## config.mk

```make
export PLATFORM = sky130hd
export DESIGN_NAME = button_event_decoder
export DESIGN_NICKNAME = d
export VERILOG_FILES = /design/src/rtl/button_event_pkg.sv /design/src/rtl/button_event_decoder_tick_timer.sv /design/src/rtl/button_event_decoder.sv
export SDC_FILE = /design/constraint.sdc
export NUM_CORES = 1
export LEC_CHECK = 0
export ABC_AREA = 1
export CAP_MARGIN = 10
export CORE_MARGIN = 2
export CORE_UTILIZATION = 30
export CTS_CLUSTER_DIAMETER = 200
export DETAILED_ROUTE_END_ITERATION = 16
export PLACE_DENSITY = 0.43
export SYNTH_ARGS = -nofsm -noshare
export SYNTH_HDL_FRONTEND = slang
export SYNTH_SLANG_ARGS = --single-unit
```

## constraint.sdc

```tcl
create_clock -name clk -period 3.1 [get_ports clk]
set_input_delay 0.31 -clock clk [delete_from_list [all_inputs] [get_ports clk]]
set_output_delay 0.31 -clock clk [all_outputs]
set_load 0.05 [all_outputs]
```

## src/rtl/button_event_pkg.sv

```systemverilog
// Shared types for the button event decoder: FSM state encoding and the event bundle.
`timescale 1ns/1ps
package button_event_pkg;

  typedef enum logic [2:0] {
    LOCKOUT = 3'd0,
    IDLE    = 3'd1,
    PRESS1  = 3'd2,
    GAP     = 3'd3,
    PRESS2  = 3'd4,
    LONG    = 3'd5
  } btn_state_t;

  typedef struct packed {
    logic press_pulse;
    logic release_pulse;
    logic short_click;
    logic double_click;
    logic long_press;
    logic repeat_pulse;
  } btn_events_t;

  function automatic int unsigned max_u(input int unsigned a, input int unsigned b);
    return (a > b) ? a : b;
  endfunction

endpackage

```

## src/rtl/button_event_decoder_tick_timer.sv

```systemverilog
// Saturating up-counter used to time how long the decoder has been in its current state.
`timescale 1ns/1ps
module tick_timer #(
  parameter int unsigned WIDTH = 8
) (
  input  logic             clk,
  input  logic             rst,
  input  logic             clear,
  output logic [WIDTH-1:0] count
);

  always_ff @(posedge clk or negedge rst) begin
    if (!rst) begin
      count <= '0;
    end else if (clear) begin
      count <= '0;
    end else if (count != '1) begin
      count <= count + WIDTH'(1);
    end
  end

endmodule

```

## src/rtl/button_event_decoder.sv

```systemverilog
// Turns a debounced button level into single-cycle press/release/click/long/repeat events.
// Optional auto-repeat while long-held is enabled by defining BUTTON_AUTOREPEAT_EN.
`timescale 1ns/1ps
module button_event_decoder
  import button_event_pkg::*;
#(
  parameter int unsigned LONG_PRESS_TICKS = 6_000_000,
  parameter int unsigned DOUBLE_GAP_TICKS = 3_000_000,
  parameter int unsigned REPEAT_TICKS     = 1_200_000
) (
  input  logic clk,
  input  logic rst,
  input  logic debounced_in,
  output logic pressed,
  output logic press_pulse,
  output logic release_pulse,
  output logic short_click,
  output logic double_click,
  output logic long_press,
  output logic repeat_pulse
);

`ifdef BUTTON_AUTOREPEAT_EN
  localparam bit REPEAT_EN = 1'b1;
`else
  localparam bit REPEAT_EN = 1'b0;
`endif
  localparam int unsigned MAX_TICKS =
    max_u(max_u(LONG_PRESS_TICKS, DOUBLE_GAP_TICKS), REPEAT_EN ? REPEAT_TICKS : 32'd0);
  localparam int unsigned TW = $clog2(MAX_TICKS + 1);

  btn_state_t  state_q, state_d;
  btn_events_t ev_q, ev_d;
  logic        in_q;
  logic [TW-1:0] timer;
  logic        timer_clear;
  logic        at_long;
  logic        at_gap;

  assign at_long = (timer == TW'(LONG_PRESS_TICKS - 1));
  assign at_gap  = (timer == TW'(DOUBLE_GAP_TICKS - 1));

`ifdef BUTTON_AUTOREPEAT_EN
  logic at_repeat;
  assign at_repeat = (timer == TW'(REPEAT_TICKS - 1));
`endif

  // State, sampled level and event register.
  always_ff @(posedge clk or negedge rst) begin
    if (!rst) begin
      state_q <= LOCKOUT;
      in_q    <= 1'b0;
      ev_q    <= '0;
    end else begin
      state_q <= state_d;
      in_q    <= debounced_in;
      ev_q    <= ev_d;
    end
  end

  // in_q resets low, so the raw input must also be low before LOCKOUT is left.
  always_comb begin
    state_d = state_q;
    case (state_q)
      LOCKOUT: if (!in_q && !debounced_in) state_d = IDLE;
      IDLE:    if (in_q) state_d = PRESS1;
      PRESS1: begin
        if (!in_q)        state_d = GAP;
        else if (at_long) state_d = LONG;
      end
      GAP: begin
        if (in_q)        state_d = PRESS2;
        else if (at_gap) state_d = IDLE;
      end
      PRESS2: begin
        if (!in_q)        state_d = IDLE;
        else if (at_long) state_d = LONG;
      end
      LONG:    if (!in_q) state_d = IDLE;
      default: state_d = LOCKOUT;
    endcase
  end

  // Events for the transition being taken; the input edge always beats a timeout.
  always_comb begin
    ev_d = '0;
    case (state_q)
      IDLE: if (in_q) ev_d.press_pulse = 1'b1;
      PRESS1: begin
        if (!in_q)        ev_d.release_pulse = 1'b1;
        else if (at_long) ev_d.long_press    = 1'b1;
      end
      GAP: begin
        if (in_q)        ev_d.press_pulse = 1'b1;
        else if (at_gap) ev_d.short_click = 1'b1;
      end
      PRESS2: begin
        if (!in_q) begin
          ev_d.release_pulse = 1'b1;
          ev_d.double_click  = 1'b1;
        end else if (at_long) begin
          ev_d.short_click = 1'b1;
          ev_d.long_press  = 1'b1;
        end
      end
      LONG: begin
        if (!in_q) ev_d.release_pulse = 1'b1;
`ifdef BUTTON_AUTOREPEAT_EN
        else if (at_repeat) ev_d.repeat_pulse = 1'b1;
`endif
      end
      default: ev_d = '0;
    endcase
  end

  assign timer_clear = (state_d != state_q) || ev_d.repeat_pulse;

  tick_timer #(.WIDTH(TW)) u_timer (
    .clk   (clk),
    .rst   (rst),
    .clear (timer_clear),
    .count (timer)
  );

  assign pressed       = in_q;
  assign press_pulse   = ev_q.press_pulse;
  assign release_pulse = ev_q.release_pulse;
  assign short_click   = ev_q.short_click;
  assign double_click  = ev_q.double_click;
  assign long_press    = ev_q.long_press;
  assign repeat_pulse  = ev_q.repeat_pulse;

endmodule
```

==> results.json <==
{
  "syn_inst": 279,
  "total_power_mw": 1.27,
  "async_reset_ff_share_pct": 100,
  "syn_area_um2": 2150,
  "die_width_um": 88.7,
  "maxCapViolCount": 0,
  "final_util_pct": 34.9,
  "final_cell_mix": "nand2_1 (53), nor2_1 (38), dfrtp_1 (32)",
  "gp_routability_congestion": 0.817,
  "synth_nets": 283,
  "drc": 0,
  "mostFrequentLayoutCell": "nand2_1",
  "powerDensity_nw_per_um2": 531,
  "critPathKind": "flip-flop to flip-flop",
  "ys_seq_area_share_pct": 37.2,
  "die_h_um": 88.7,
  "synth_cell_type_count": 33,
  "synth_edf_count": 0,
  "die_area_um2": 7880,
  "yosysWarningCount": 0,
  "start_kind": "flip-flop",
  "start_util_pct": 31.4,
  "clkLatencyLatePin_ns": 0.29,
  "num_vias": 1817,
  "rsz0062_at_grt": "false",
  "core_area_um2": 6870,
  "grt_max_degree": 33,
  "cpMostUsedCell": "nor2_1",
  "num_antenna_cells": 0,
  "end_kind": "flip-flop",
  "pin_count": 10,
  "slowest_stage": "dfrtp_1",
  "reg2reg_to": "u_timer.count[9]",
  "tns_ns": 0,
  "clkTransAtPathRegs_ns": 0.07,
  "synth_area_per_cell_um2": 7.72,
  "wirelength_um": 5400,
  "setup_viol": 0,
  "fmax_mhz": 459,
  "crit_required_ns": 3.27,
  "hpwl_um": 4060,
  "rows": 30,
  "timing.final.crit_share_pct": 70.3,
  "cp_data_arrival_time_ns": 2.35,
  "vias_per_cell": 4.71,
  "grt_pass1_wl_um": 9410,
  "p_leak_nw": 0.962,
  "area_delta_synth_final_pct": 11.1,
  "crit_path_cell_trace": "ha_1, nand3_2, inv_1, nand2_1, nor2_1, nand4_1, nand3_1, nor2_1, xor2_1, nor2_4",
  "fillers": 758,
  "reg2reg_slack_ns": 0.92,
  "yosysTopAreaCellShare_pct": 37.2,
  "critPathBufInv": 1,
  "cts_hold_buf": 0,
  "wire_per_inst_um": 14.0,
  "cts_resized": 0,
  "post-cts-setup-buffer-count": 0,
  "critical-path-top-delay-family": "simple AND/OR/NAND/NOR gates",
  "antenna_found_initial": 0,
  "cp_num_cells": 10,
  "final_hold_viol_count": 0,
  "first_pass_iters": 4,
  "ys_seq_elements": 32,
  "clock_path_buffers": 2,
  "antenna_left": 0,
  "critPathMaxStageDelay_ns": 0.38,
  "r2r-start": "u_timer.count[1]",
  "cts_tree": "yes",
  "slew_violations": 0,
  "status": "finished clean",
  "synth_flop_cell": "dfrtp_1",
  "ys_top_cells_by_area": "dfrtp_1 (37%), nand2_1 (9.2%), nand3_1 (7.2%)",
  "cts_sinks": 32,
  "fin_crit_ns": 2.18,
  "seqCellArea_um2": 801,
  "htreeDepth": 2,
  "ff2ff_path_depth": 10,
  "gr-total-overflow": 0,
  "grt_util_all_layers_pct": 15.8,
  "cts_buffers": 5,
  "ctsRootBufferMaster": "clkbuf_8",
  "multi_input_area_um2": 1170,
  "first_iter_violations": 98,
  "final_layout_size_suffix_gt1_share_pct": 15.9,
  "synth_top_area_cell": "dfrtp_1",
  "critPathMaxFanout": 5,
  "final_nets": 294,
  "peakVddDrop_mv": 0.216,
  "grt_pass1_vias": 1847,
  "clock_skew_ns": 0.00663,
  "io_buffer_count": 8,
  "min_path_type": "input port to asynchronous set/reset pin"
}
cell type report:
type | count | share of cell area [%]
Tap cell | 96 | 5.02
Clock buffer | 6 | 3.03
Clock inverter | 1 | 0.209
Sequential cell | 32 | 33.4
Timing Repair Buffer | 9 | 3.66
Multi-Input combinational cell | 206 | 49.0
Inverter | 36 | 5.64
flip-flops by register name, indices dropped and copies added, names as in the netlist:
register	flops
double_click	1
long_press	1
press_pulse	1
pressed	1
release_pulse	1
short_click	1
state_q	3
u_timer.count	23
cell usage after synthesis (all sizes together), types with 2 or more instances:
cell type,n
o211ai,2
o21ai,6
nor4,2
xor2,14
buf,5
nand2,60
nor3,14
inv,35
nor2,53
nand3,35
nand4,11
dfrtp,32
per-stage QoR:
stage / cell area [µm²] / hold WS (ns) / instances / worst slack [ns]
after floorplan: 2150 / 0.0144 / 279 / 1.25
after global placement: 2320 / 0.587 / 379 / 0.931
after detailed placement: 2320 / 0.588 / 379 / 0.927
after CTS: 2390 / 0.447 / 386 / 0.918
after global routing: 2390 / 0.488 / 386 / 0.742
final: 2390 / 0.429 / 386 / 0.921
where the power goes:
part	internal, mW	total [mW]	switching [mW]	leakage, nW
registers	0.450	0.486	0.0356	0.439
logic	0.128	0.476	0.348	0.482
clock network	0.153	0.311	0.158	0.0410
total	0.730	1.27	0.542	0.962
per-layer routing:
layer  part of all wire, %  track usage (%)  up-vias
met4                   2.6             6.47        0
li1                      -                -      921
met5                     0                0        -
met2                    43             22.9       36
met3                   3.6             3.36       10
met1                    51             22.9      850
worst max-delay path by stage:
stage / start / to / slack, ns
after floorplan: pressed / u_timer.count[2] / 1.25
after detailed placement: u_timer.count[1] / u_timer.count[9] / 0.93
final: u_timer.count[1] / u_timer.count[9] / 0.92
after global routing: u_timer.count[1] / u_timer.count[9] / 0.74
after global placement: u_timer.count[1] / u_timer.count[9] / 0.93
after CTS: u_timer.count[1] / u_timer.count[9] / 0.92
logic make-up after synthesis:
| family | Yosys count | share of synthesized area, % |
|---|---|---|
| compound gates | 14 | 4.65 |
| fa+ha+maj | 1 | 0.581 |
| flops | 32 | 37.2 |
| other cells | 1 | 0.174 |
| mux | 1 | 0.523 |
| buf+inv | 41 | 8.36 |
| simple gates | 175 | 42.9 |
| xor+xnor | 14 | 5.69 |
Power figures use the tool's default switching activity.
